### src/rtl/control_multicycle.sv
`default_nettype none
// ============================================================================
// Module   : control_multicycle
// Brief    : Multicycle MIPS main control FSM. It has a ready-based memory
//            handshake, a wait watchdog, an optional jump and a sticky trap.
// Revision : 1.0 - initial release
// ============================================================================
module control_multicycle #(
  parameter int MEM_TIMEOUT = 16,
  parameter bit ENABLE_JUMP = 1'b1
) (
  input  logic       clk,
  input  logic       rst,
  input  logic [5:0] opcode,
  input  logic       zero,
  input  logic       mem_ready,
  output logic       pcwrite,
  output logic       iord,
  output logic       memread,
  output logic       memwrite,
  output logic       irwrite,
  output logic       memtoreg,
  output logic       regdst,
  output logic       regwrite,
  output logic       alusrca,
  output logic [1:0] alusrcb,
  output logic [1:0] aluop,
  output logic [1:0] pcsource,
  output logic       instr_done,
  output logic       trap,
  output logic [1:0] cause
);

  // The counter keeps at least one bit so that MEM_TIMEOUT=0 (watchdog off)
  // still elaborates.
  localparam int CW = (MEM_TIMEOUT > 0) ? $clog2(MEM_TIMEOUT + 1) : 1;
  localparam bit             c_wd_en    = (MEM_TIMEOUT > 0);
  localparam logic [CW-1:0]  c_cnt_last = CW'((MEM_TIMEOUT > 0) ? (MEM_TIMEOUT - 1) : 0);

  localparam logic [5:0] c_op_rtype = 6'b000000;
  localparam logic [5:0] c_op_j     = 6'b000010;
  localparam logic [5:0] c_op_beq   = 6'b000100;
  localparam logic [5:0] c_op_bne   = 6'b000101;
  localparam logic [5:0] c_op_addi  = 6'b001000;
  localparam logic [5:0] c_op_lw    = 6'b100011;
  localparam logic [5:0] c_op_sw    = 6'b101011;

  localparam logic [1:0] c_cause_none    = 2'b00;
  localparam logic [1:0] c_cause_illegal = 2'b01;
  localparam logic [1:0] c_cause_timeout = 2'b10;

  typedef enum logic [3:0] {
    S_FETCH  = 4'd0,
    S_DECODE = 4'd1,
    S_MEMADR = 4'd2,
    S_MEMRD  = 4'd3,
    S_MEMWB  = 4'd4,
    S_MEMWR  = 4'd5,
    S_EXEC   = 4'd6,
    S_RWB    = 4'd7,
    S_IEXEC  = 4'd8,
    S_IWB    = 4'd9,
    S_BRANCH = 4'd10,
    S_JUMP   = 4'd11,
    S_TRAP   = 4'd12
  } state_t;

  state_t        r_state;
  state_t        w_next;
  logic [5:0]    r_op;
  logic [CW-1:0] r_cnt;
  logic [1:0]    r_cause;
  logic [1:0]    w_cause_next;
  logic          w_in_mem;
  logic          w_next_mem;
  logic          w_expire;

  assign w_in_mem   = (r_state == S_FETCH) || (r_state == S_MEMRD) || (r_state == S_MEMWR);
  assign w_next_mem = (w_next == S_FETCH) || (w_next == S_MEMRD) || (w_next == S_MEMWR);
  assign w_expire   = c_wd_en && (r_cnt == c_cnt_last) && !mem_ready;

  // State, latched opcode, watchdog counter and fault cause registers
  always_ff @(posedge clk) begin
    if (rst) begin
      r_state <= S_FETCH;
      r_op    <= 6'd0;
      r_cnt   <= '0;
      r_cause <= c_cause_none;
    end else begin
      r_state <= w_next;
      r_cause <= w_cause_next;
      if (r_state == S_DECODE) begin
        r_op <= opcode;
      end
      if (w_next_mem && (w_next != r_state)) begin
        r_cnt <= '0;
      end else if (w_in_mem && !mem_ready) begin
        r_cnt <= r_cnt + 1'b1;
      end
    end
  end

  // Next-state selection and per-state datapath controls; everything is
  // forced low while reset is asserted.
  always_comb begin
    w_next       = r_state;
    w_cause_next = r_cause;
    pcwrite      = 1'b0;
    iord         = 1'b0;
    memread      = 1'b0;
    memwrite     = 1'b0;
    irwrite      = 1'b0;
    memtoreg     = 1'b0;
    regdst       = 1'b0;
    regwrite     = 1'b0;
    alusrca      = 1'b0;
    alusrcb      = 2'b00;
    aluop        = 2'b00;
    pcsource     = 2'b00;
    instr_done   = 1'b0;
    trap         = 1'b0;
    cause        = 2'b00;
    if (!rst) begin
      cause = r_cause;
      case (r_state)
        S_FETCH: begin
          memread = 1'b1;
          alusrcb = 2'b01;
          if (mem_ready) begin
            irwrite = 1'b1;
            pcwrite = 1'b1;
            w_next  = S_DECODE;
          end else if (w_expire) begin
            w_next       = S_TRAP;
            w_cause_next = c_cause_timeout;
          end
        end
        S_DECODE: begin
          alusrcb = 2'b11;
          case (opcode)
            c_op_lw, c_op_sw:   w_next = S_MEMADR;
            c_op_rtype:         w_next = S_EXEC;
            c_op_addi:          w_next = S_IEXEC;
            c_op_beq, c_op_bne: w_next = S_BRANCH;
            c_op_j: begin
              if (ENABLE_JUMP) begin
                w_next = S_JUMP;
              end else begin
                w_next       = S_TRAP;
                w_cause_next = c_cause_illegal;
              end
            end
            default: begin
              w_next       = S_TRAP;
              w_cause_next = c_cause_illegal;
            end
          endcase
        end
        S_MEMADR: begin
          alusrca = 1'b1;
          alusrcb = 2'b10;
          w_next  = (r_op == c_op_sw) ? S_MEMWR : S_MEMRD;
        end
        S_MEMRD: begin
          memread = 1'b1;
          iord    = 1'b1;
          if (mem_ready) begin
            w_next = S_MEMWB;
          end else if (w_expire) begin
            w_next       = S_TRAP;
            w_cause_next = c_cause_timeout;
          end
        end
        S_MEMWB: begin
          regwrite   = 1'b1;
          memtoreg   = 1'b1;
          instr_done = 1'b1;
          w_next     = S_FETCH;
        end
        S_MEMWR: begin
          memwrite = 1'b1;
          iord     = 1'b1;
          if (mem_ready) begin
            instr_done = 1'b1;
            w_next     = S_FETCH;
          end else if (w_expire) begin
            w_next       = S_TRAP;
            w_cause_next = c_cause_timeout;
          end
        end
        S_EXEC: begin
          alusrca = 1'b1;
          aluop   = 2'b10;
          w_next  = S_RWB;
        end
        S_RWB: begin
          regwrite   = 1'b1;
          regdst     = 1'b1;
          instr_done = 1'b1;
          w_next     = S_FETCH;
        end
        S_IEXEC: begin
          alusrca = 1'b1;
          alusrcb = 2'b10;
          w_next  = S_IWB;
        end
        S_IWB: begin
          regwrite   = 1'b1;
          instr_done = 1'b1;
          w_next     = S_FETCH;
        end
        S_BRANCH: begin
          alusrca    = 1'b1;
          aluop      = 2'b01;
          pcsource   = 2'b01;
          instr_done = 1'b1;
          pcwrite    = ((r_op == c_op_beq) && zero) || ((r_op == c_op_bne) && !zero);
          w_next     = S_FETCH;
        end
        S_JUMP: begin
          pcsource   = 2'b10;
          pcwrite    = 1'b1;
          instr_done = 1'b1;
          w_next     = S_FETCH;
        end
        S_TRAP: begin
          trap   = 1'b1;
          w_next = S_TRAP;
        end
        default: begin
          w_next = S_FETCH;
        end
      endcase
    end
  end

endmodule
`default_nettype wire
### config.mk
export PLATFORM = sky130hd
export DESIGN_NAME = control_multicycle
export DESIGN_NICKNAME = d
export VERILOG_FILES = /design/src/rtl/control_multicycle.sv
export SDC_FILE = /design/constraint.sdc
export NUM_CORES = 1
export LEC_CHECK = 0
export CORE_MARGIN = 2
export CORE_UTILIZATION = 50
export DETAILED_ROUTE_END_ITERATION = 7
export PLACE_DENSITY_LB_ADDON = 0.1
export RECOVER_POWER = 50
export SLEW_MARGIN = 20
export SYNTH_ARGS = -nofsm -noshare
export SYNTH_HDL_FRONTEND = slang
export SYNTH_SLANG_ARGS = --single-unit
### constraint.sdc
create_clock -name clk -period 3.4 [get_ports clk]
set_input_delay 0.51 -clock clk [delete_from_list [all_inputs] [get_ports clk]]
set_output_delay 0.51 -clock clk [all_outputs]
set_load 0.02 [all_outputs]
==> impl_metrics.csv, run 1 <==
group,metric,value,unit
critical_path,cp.required,3600,ps
global_routing,grt_pass1_wl,5.595,mm
critical_path,r2r_end,"r_cnt[4]",
critical_path,reg2reg_from,"r_cnt[0]",
clock_tree,ctsResizeCount,0,
routing,drt_pass1_iterations,5,
timing,tightest_slew,1042,ps
place,post-dp-hpwl,2.572,mm
job,drv_cap,0,
global_routing,busiest_layer,"met2",
clock_tree,hold_buffers,0,
critical_path,crit_arrival,3190,ps
pwr,power.share.sequential,35.7,%
routing,drt-total-wl,3.409,mm
clock_tree,htree_num_levels,1,
floorplan,dieArea,3067,um^2
routing,ant_nets,0,
clock_tree,cts_inserted_buffers,3,
synthesis,synth_cell_types,49,
timing,setup_tns,0,ps
timing,setup_violations,0,
critical_path,worstRegToRegCells,9,
pwr,vdd_ir_drop_max,406.5,uV
timing,hold_viol_final,0,
min_path,hold_start,"r_op[2]",
pwr,p_leak,0.0005559,uW
synthesis,synth_top_area_share,25.78,%
floorplan,coreArea,2500,um^2
synthesis,synthArstFlopShare,0,%
cells_and_area,fillers,236,
synthesis,synth.net_count,189,
synthesis,avgSynthCellArea,7.458,um^2
synthesis,synth_cells,177,
global_routing,grt-ovfl-total,0,
timing,finalClockSkew,9.426,ps
global_routing,met2_usage,37.59,%
floorplan,fp.dieW,55.38,um
synthesis,synth_warnings,0,
clock_tree,clock_sink_count,17,
cells_and_area,finalCoreUtilization,65.07,%
cells_and_area,drive_gt1_share,7.000,%
clock_tree,clk_path_buf_depth,2,
critical_path,critPathKind,"register to register",
routing,wl_per_cell,14.82,um
timing,timing.fmax,334.3,MHz
clock_tree,clk-insertion-delay-late,310,ps
clock_tree,postCtsSetupRepairBufs,0,
clock_tree,cts.clk_slew.worst_paths,110,ps
critical_path,worst_setup_path_end_kind,"register",
synthesis,ys_seq_area_share,25.78,%
timing,drv_slew,0,
min_path,whs_endpoint,"r_op[2]",
min_path,whs_path_depth,2,
timing,finalCritPeriodShare,87.98,%
global_routing,grt_max_degree,23,
synthesis,synth_edf_count,0,
global_routing,track_usage,22.35,%
pwr,p_clk_share,14.0,%
cells_and_area,fin_nets,213,
place,gp_congestion,0.8588,
floorplan,num_io_pins,29,
timing,finalCriticalPeriod,2991,ps
timing,rsz0062_at_grt,"no",
cells_and_area,diodes,0,
routing,via_per_inst,6.204,
floorplan,die_y,55.38,um
global_routing,grt_use_met3,3.747,%
critical_path,reg2reg_slack,410,ps
timing,slew_headroom,29.58,%
synthesis,syn_area,1320,um^2
cells_and_area,area_growth_syn_to_layout,23.22,%
synthesis,synthFlopType,"dfxtp_1",
pwr,power.density,499.5,nW/um^2
pwr,swShare,43.60,%
routing,drc,0,
synthesis,synth-seq-cells,17,
global_routing,antenna_found_initial,0,
routing,via_count,1427,
outcome,outcome,"finished clean",
critical_path,critPathMaxFanout,7,
synthesis,yosysTopAreaCell,"dfxtp_1",
min_path,hold_class,"register to register",
pwr,internal-power,458.2,uW
global_routing,first_global_vias,1270,
global_routing,use_met1,28.02,%
clock_tree,root_buffer,"clkbuf_4",
pwr,power.switching,354.2,uW
routing,drt_iter0_drc,35,
synthesis,synthTopCellsByArea,"dfxtp_1 (26%), nor2_1 (6.3%), nor3_1 (5.7%)",
floorplan,start_util,52.80,%
clock_tree,tritoncts,"built",
floorplan,rows,18,
pwr,power.total,812.4,uW
critical_path,cp-start-kind,"register",
place,numPortBuffers,28,
pwr,pwr-share-comb,50.4,%
-- synth_stat cells, drive strengths merged (4+ instances only) --
cell / count
a2111oi: 4
a21oi: 14
and3: 5
buf: 7
clkbuf: 6
dfxtp: 17
nand2: 18
nand2b: 4
nor2: 22
nor2b: 4
nor3: 15
or3: 4
or4b: 5
-- state kept, by name, indices dropped and copies added (netlist names) --
name	flops
r_cause	2
r_cnt	5
r_op	6
r_state	4
-- worst max-delay path, cell delays in order, from the launching register on --
cell and delay [ps]:
dfxtp_1 350, ha_1 210, and3_1 180, ha_1 270, or4b_1 190, a311oi_1 110, a2111oi_0 810, and3_1 350
nor4_4 90, a2111oi_2 330
-- area by class of cell --
cell class	count	area, um^2	area share (%)
inverters	3	11.26	0.6923
well taps	30	37.54	2.308
repair buffers	32	310.3	19.08
flip-flops and latches	17	340.3	20.92
multi-input cells	144	899.6	55.31
clock inverters	1	5.005	0.3077
clock buffers	3	22.52	1.385
-- how the worst max path moves through the flow --
stage                     depth (start not counted)        to  startpoint
after floorplan                                   5   alusrca  r_state[3]
after global placement                            7  r_cnt[4]   opcode[3]
after detailed placement                          7  r_cnt[4]   opcode[3]
after CTS                                         9  r_cnt[0]    r_cnt[0]
after global routing                              6  r_cnt[4]  r_state[0]
final                                             9  r_cnt[4]    r_cnt[0]
-- per-layer routing --
layer / routed length [um] / part of all wire (%)
met5: 0 / 0
met4: 85 / 2.5
met3: 196 / 5.7
met2: 1633 / 48
met1: 1493 / 44
-- cell families after synthesis --
kind of cell / Yosys count / synth area share, %
AND/OR/NAND/NOR: 97 / 41.52
buffers and inverters: 16 / 5.118
flip-flops: 17 / 25.78
AO/OA/AOI/OAI: 38 / 20.95
XOR/XNOR: 6 / 3.982
adder cells (fa/ha/maj): 2 / 1.895
multiplexers: 1 / 0.7583
-- power groups by stage --
stage          clock network [uW]  registers [uW]  logic [uW]
4_1_cts                       115             289         420
2_1_floorplan                   0             259         331
3_3_place_gp                    0             289         406
3_5_place_dp                    0             293         418
6_report                      113             290         409
5_1_grt                       124             297         451
-- metrics by stage --
step / hold slack (ps) / area (um^2) / setup slack, ps / cells
2_1_floorplan: 439.2 / 1320 / 706.5 / 177
3_3_place_gp: 458.0 / 1612 / 411.9 / 226
3_5_place_dp: 471.2 / 1612 / 334.1 / 226
4_1_cts: 485.4 / 1639 / 515.3 / 230
5_1_grt: 502.6 / 1627 / 160.0 / 230
6_report: 483.5 / 1627 / 408.6 / 230
-- placed cells by master, fill, tap and decap left out, types with 2 or more instances in the layout --
cell type / Yosys / final
a21oi_1: 14 / 14
xor2_1: 3 / 3
dlygate4sd3_1: 0 / 6
clkbuf_4: 0 / 3
nand2b_1: 4 / 4
and3_1: 5 / 5
nor3_1: 15 / 15
a2111oi_0: 2 / 3
nor2b_1: 4 / 4
nand4b_1: 3 / 3
a31oi_1: 3 / 3
o21ai_0: 3 / 3
or4b_1: 4 / 4
ha_1: 2 / 2
nor4b_1: 1 / 2
nand2_1: 18 / 18
nand4_1: 2 / 2
clkdlybuf4s50_1: 0 / 22
nor4_1: 2 / 2
and2_1: 2 / 2
or3_1: 4 / 4
xnor2_1: 3 / 3
a311oi_1: 3 / 3
dfxtp_1: 17 / 17
nor2_1: 22 / 22
buf_4: 0 / 4
nand3_1: 3 / 3
inv_1: 2 / 2
Power figures use the tool's default switching activity.
==> run 2: changes to the inputs <==
- CAP_MARGIN: default -> 20
==> results of run 2 <==
Same layout as run 1: the final DEF is identical, and so are final timing and power.
